### src/rtl/bin_conv_sequencer.sv
// bin_conv_sequencer: sequential binary-to-BCD converter (shift-and-add-3).
// An accepted operand is converted over WIDTH SHIFT cycles; the packed BCD
// result, the captured operand (hex view) and its zero-extended copy (octal
// view) are then offered with a valid/ready handshake in DONE.
// Optional feature: define BIN_CONV_ABORT_EN to add an 'abort' input that
// drops an in-flight conversion back to IDLE without producing a result.
module bin_conv_sequencer #(
  parameter int WIDTH  = 8,
  parameter int DIGITS = 3
) (
  input  logic                  clk,
  input  logic                  rst,
  input  logic [WIDTH-1:0]      binary,
  input  logic                  in_valid,
  output logic                  in_ready,
  output logic [4*DIGITS-1:0]   dec,
  output logic [WIDTH-1:0]      hexa,
  output logic [WIDTH+1:0]      octal,
  output logic                  out_valid,
  input  logic                  out_ready,
  output logic                  busy
`ifdef BIN_CONV_ABORT_EN
  ,
  input  logic                  abort
`endif
);

  localparam int CW = $clog2(WIDTH + 1);

  typedef enum logic [1:0] {
    IDLE  = 2'd0,
    SHIFT = 2'd1,
    DONE  = 2'd2
  } state_t;

  state_t                state_q, state_d;
  logic [WIDTH-1:0]      operand_q, operand_d;
  logic [4*DIGITS-1:0]   bcd_q, bcd_d;
  logic [CW-1:0]         cnt_q, cnt_d;
  logic [WIDTH-1:0]      hexa_q, hexa_d;
  logic [WIDTH+1:0]      octal_q, octal_d;
  logic                  in_ready_q, in_ready_d;
  logic                  out_valid_q, out_valid_d;
  logic                  busy_q, busy_d;
  logic [4*DIGITS-1:0]   adj_s;
  logic                  abort_s;

`ifdef BIN_CONV_ABORT_EN
  assign abort_s = abort;
`else
  assign abort_s = 1'b0;
`endif

  // Add 3 to a BCD digit that is 5 or more so the next left shift carries correctly.
  function automatic logic [3:0] add3(input logic [3:0] digit);
    if (digit >= 4'd5) begin
      add3 = digit + 4'd3;
    end else begin
      add3 = digit;
    end
  endfunction

  // Pre-shift digit correction applied to every BCD digit in parallel.
  always_comb begin
    adj_s = '0;
    for (int i = 0; i < DIGITS; i++) begin
      adj_s[4*i +: 4] = add3(bcd_q[4*i +: 4]);
    end
  end

  // Next-state and datapath update; every register holds by default.
  always_comb begin
    state_d   = state_q;
    operand_d = operand_q;
    bcd_d     = bcd_q;
    cnt_d     = cnt_q;
    hexa_d    = hexa_q;
    octal_d   = octal_q;
    case (state_q)
      IDLE: begin
        if (in_valid) begin
          operand_d = binary;
          bcd_d     = '0;
          cnt_d     = CW'(WIDTH);
          hexa_d    = binary;
          octal_d   = {2'b00, binary};
          state_d   = SHIFT;
        end else begin
          state_d   = IDLE;
        end
      end
      SHIFT: begin
        if (abort_s) begin
          state_d = IDLE;
        end else begin
          bcd_d     = {adj_s[4*DIGITS-2:0], operand_q[WIDTH-1]};
          operand_d = {operand_q[WIDTH-2:0], 1'b0};
          cnt_d     = cnt_q - CW'(1);
          if (cnt_q == CW'(1)) begin
            state_d = DONE;
          end else begin
            state_d = SHIFT;
          end
        end
      end
      DONE: begin
        if (abort_s || out_ready) begin
          state_d = IDLE;
        end else begin
          state_d = DONE;
        end
      end
      default: begin
        state_d = IDLE;
      end
    endcase
    in_ready_d  = (state_d == IDLE);
    out_valid_d = (state_d == DONE);
    busy_d      = (state_d == SHIFT) || (state_d == DONE);
  end

  // State and datapath registers with synchronous reset.
  always_ff @(posedge clk) begin
    if (rst) begin
      state_q     <= IDLE;
      operand_q   <= '0;
      bcd_q       <= '0;
      cnt_q       <= '0;
      hexa_q      <= '0;
      octal_q     <= '0;
      in_ready_q  <= 1'b1;
      out_valid_q <= 1'b0;
      busy_q      <= 1'b0;
    end else begin
      state_q     <= state_d;
      operand_q   <= operand_d;
      bcd_q       <= bcd_d;
      cnt_q       <= cnt_d;
      hexa_q      <= hexa_d;
      octal_q     <= octal_d;
      in_ready_q  <= in_ready_d;
      out_valid_q <= out_valid_d;
      busy_q      <= busy_d;
    end
  end

  assign in_ready  = in_ready_q;
  assign out_valid = out_valid_q;
  assign busy      = busy_q;
  assign dec       = bcd_q;
  assign hexa      = hexa_q;
  assign octal     = octal_q;

endmodule
### config.mk
export PLATFORM = sky130hd
export DESIGN_NAME = bin_conv_sequencer
export DESIGN_NICKNAME = d
export VERILOG_FILES = /design/src/rtl/bin_conv_sequencer.sv
export SDC_FILE = /design/constraint.sdc
export NUM_CORES = 1
export LEC_CHECK = 0
export ABC_AREA = 1
export BUFFER_PORTS_ARGS = -buffer_cell sky130_fd_sc_hd__buf_2
export CORE_MARGIN = 2
export CORE_UTILIZATION = 47
export CTS_CLUSTER_SIZE = 30
export DETAILED_ROUTE_END_ITERATION = 7
export HOLD_SLACK_MARGIN = 0.06
export PLACE_DENSITY = 0.75
export REMOVE_ABC_BUFFERS = 1
export SLEW_MARGIN = 20
export SYNTH_ARGS = -nofsm -noshare
export SYNTH_HDL_FRONTEND = slang
export SYNTH_SLANG_ARGS = --single-unit
export TNS_END_PERCENT = 5
### constraint.sdc
create_clock -name clk -period 1.3 [get_ports clk]
set_input_delay 0.13 -clock clk [delete_from_list [all_inputs] [get_ports clk]]
set_output_delay 0.13 -clock clk [all_outputs]
set_load 0.1 [all_outputs]
==> flow_summary_export.csv <==
group,metric,value,unit
run_status,status,"finished, violations left",
run_status,violations,"negative setup slack",
routing,vias,1683,
finish,area_growth,33.10,%
synth,yosysWarnings,0,
routing,via_per_inst,4.892,
sta,finalSetupViolations,3,
grt,grt_pass1_wl,6.327,mm
power_and_ir_drop,peakVddDrop,902.9,uV
critical_path,end_kind,"flop",
finish,final_util,0.6541,
finish,antenna_cells,0,
synth,synthCells,241,
grt,grt_pass1_vias,1499,
floorplan,coreArea,0.003661,sq mm
floorplan,die_y,65.87,um
floorplan,ios,45,
power_and_ir_drop,leakage,1.123,nW
sta,fmax,746.3,MHz
critical_path,required,1480,ps
routing,drt_wl_total,3.882,mm
clock_network,cts_root_buf,"clkbuf_8",
synth,seq_area_frac_synth,0.4117,
job,maxCapViolCount,0,
routing,drc_errors,0,
sta,hold_slack,105.5,ps
critical_path,endpoint,"in_ready",
placed_design,gp_congestion,0.8744,
clock_network,clk_path_buf_depth,2,
critical_path,cp.arrival,1520,ps
sta,setup_ws,-40.00,ps
routing,drt-met1-wl,1.634,mm
floorplan,die_area,0.004339,sq mm
routing,wl_per_cell,11.28,um
sta,max-slew-margin-rel,0.6289,
routing,top_layer_used,"met4",
sta,final.min_clock_period,1340,ps
critical_path,cp_max_fo,2,
finish,final_cell_area,0.002395,sq mm
routing,ant_nets,0,
critical_path,critPathLaunchType,"flop",
synth,synth_edf_count,0,
power_and_ir_drop,power.density,1291,mW/mm^2
clock_network,insertion_delay,290,ps
critical_path,critPathKind,"reg -> reg",
clock_network,cts_buffers,5,
placed_design,hpwl,2.607,mm
critical_path,path_delay_family,"simple AND/OR/NAND/NOR gates",
routing,drt_iter0_drc,59,
worst_hold_path,hold_depth,3,
critical_path,r2r_slack,-40,ps
sta,tightestPinTransition,556.6,ps
clock_network,cts_hold_buffers,0,
floorplan,num_rows,22,
placed_design,io_buffers,42,
critical_path,cp_num_buf_inv,2,
synth,ys_seq_elements,37,
clock_network,clock-sinks,37,
critical_path,reg2reg_to,"in_ready",
critical_path,path_depth,9,
worst_hold_path,hold_path.class,"in -> reg",
grt,grt_max_degree,33,
floorplan,chipWidth,65.87,um
sta,hold_violations,0,
grt,grt.overflow.total,0,
placed_design,pre_cts_slack,-167.6,ps
floorplan,initial_core_util,0.4915,
critical_path,r2r_cells,9,
critical_path,reg2reg_from,"cnt_q[1]",
clock_network,tritoncts,"built",
critical_path,crit_start,"cnt_q[1]",
routing,drt_pass1_iterations,4,
sta,drv_slew,0,
sta,rsz0062_at_grt,"true",
synth,ys.flop_type,"dfxtp_1",
critical_path,slowest_delay,320,ps
clock_network,cts.clk_slew.worst_paths,70,ps
sta,fin_skew,4.325,ps
grt,grt.total_usage,0.1868,
finish,layout-drive-gt1-share,0.3547,
synth,avgSynthCellArea,7.466,sq um
placed_design,placed_area,0.002141,sq mm
synth,async_flop_share,0,
critical_path,cp_cell_sequence,"inv_2 > ha_4 > nand2_4 > nor2_4 > nand2_1 > nand2_2 > inv_2 > ha_2 > or2_4",
finish,layoutNonFillerInstCount,344,
finish,fill_cells,320,
sta,fin_crit_sh,1.031,
critical_path,cp_common_cell,"inv_2",
synth,synth_cell_types,29,
finish,layout_commonest_cell,"nand2_1",
grt,antenna_found_initial,0,
finish,nNetsFinal,317,
routing,wl_met3,204,um
routing,wl_met2,1.996,mm
finish,final_cell_mix,"nand2_1, buf_2, dfxtp_1",
clock_network,htreeDepth,2,
placed_design,placed_cells,331,
synth,synthesis.area,0.001799,sq mm
critical_path,worst_path_max_delay_cell,"dfxtp_2",
## layer usage
layer	vias to the layer above	track usage
li1	867	-
met1	766	0.2203
met2	46	0.3283
met3	4	0.03578
met4	0	0.07813
met5	-	0
## tightest hold or removal path: stages
cell and delay (ps):
buf_2 90, nand2_1 70, a21oi_1 60
## per-stage QoR
step | setup TNS, ps | power, mW
final | -105.3 | 3.091
after global routing | -482.3 | 3.217
after CTS | -175.6 | 3.089
after detailed placement | -358.9 | 1.894
after global placement | -95.29 | 1.885
after floorplan | -18790 | 1.713
## flip-flops by register name, indices dropped and copies added, names as in the netlist
register / cells
busy: 1
cnt_q: 4
dec: 12
in_ready: 1
octal: 8
operand_q: 8
out_valid: 1
state_q: 2
## worst min path at each step
stage,end,startpoint,slack [ps]
floorplan,cnt_q[0],rst,200
CTS,operand_q[0],binary[0],100
global route,octal[1],binary[1],120
finish,operand_q[0],binary[0],110
global placement,operand_q[0],binary[0],410
detailed placement,operand_q[0],binary[0],410
## final cells by class
cell class | count | area (sq um) | share of cell area
clock buffer | 5 | 68.82 | 0.02874
clock inverter | 3 | 65.06 | 0.02717
inverter | 24 | 92.59 | 0.03866
multi-input combinational | 163 | 908.4 | 0.3793
sequential | 37 | 749.5 | 0.3130
tap | 48 | 60.06 | 0.02508
timing repair buffer | 64 | 450.4 | 0.1881
## cells in the mapped netlist, types with 2 or more instances
library cell	instances	area, sq um
a21oi_1	23	115.1
buf_4	11	82.58
inv_1	20	75.07
dfxtp_1	37	740.7
inv_2	4	15.01
nor2_1	17	63.81
a31oi_1	7	43.79
nand3_1	11	55.05
nand2_1	72	270.3
clkbuf_1	2	7.510
ha_1	10	125.1
o211ai_1	3	22.52
nand4_1	6	37.54
buf_6	3	33.78
## cell families (layout without fill, tap and decap cells)
group / after synthesis / after routing / synth area share
AND/OR/NAND/NOR: 114 / 114 / 0.2761
buffers and inverters: 42 / 96 / 0.1238
AO/OA/AOI/OAI: 37 / 37 / 0.1168
flip-flops: 37 / 37 / 0.4117
other: 1 / 2 / 0.002084
adder cells (fa/ha/maj): 10 / 10 / 0.06954
## power by group
part           internal [mW]  switching (mW)  leakage (nW)
sequential              1.19          0.0368         0.305
clock                  0.762           0.408        0.0681
combinational          0.181           0.511         0.750
total                   2.14           0.956          1.12
## timing repair
action	in CTS	in global routing
resized for setup	14	17
endpoints found under the setup margin	5	13
buffers inserted	1	4
pin swaps	6	7
(Power assumes the default switching activity.)
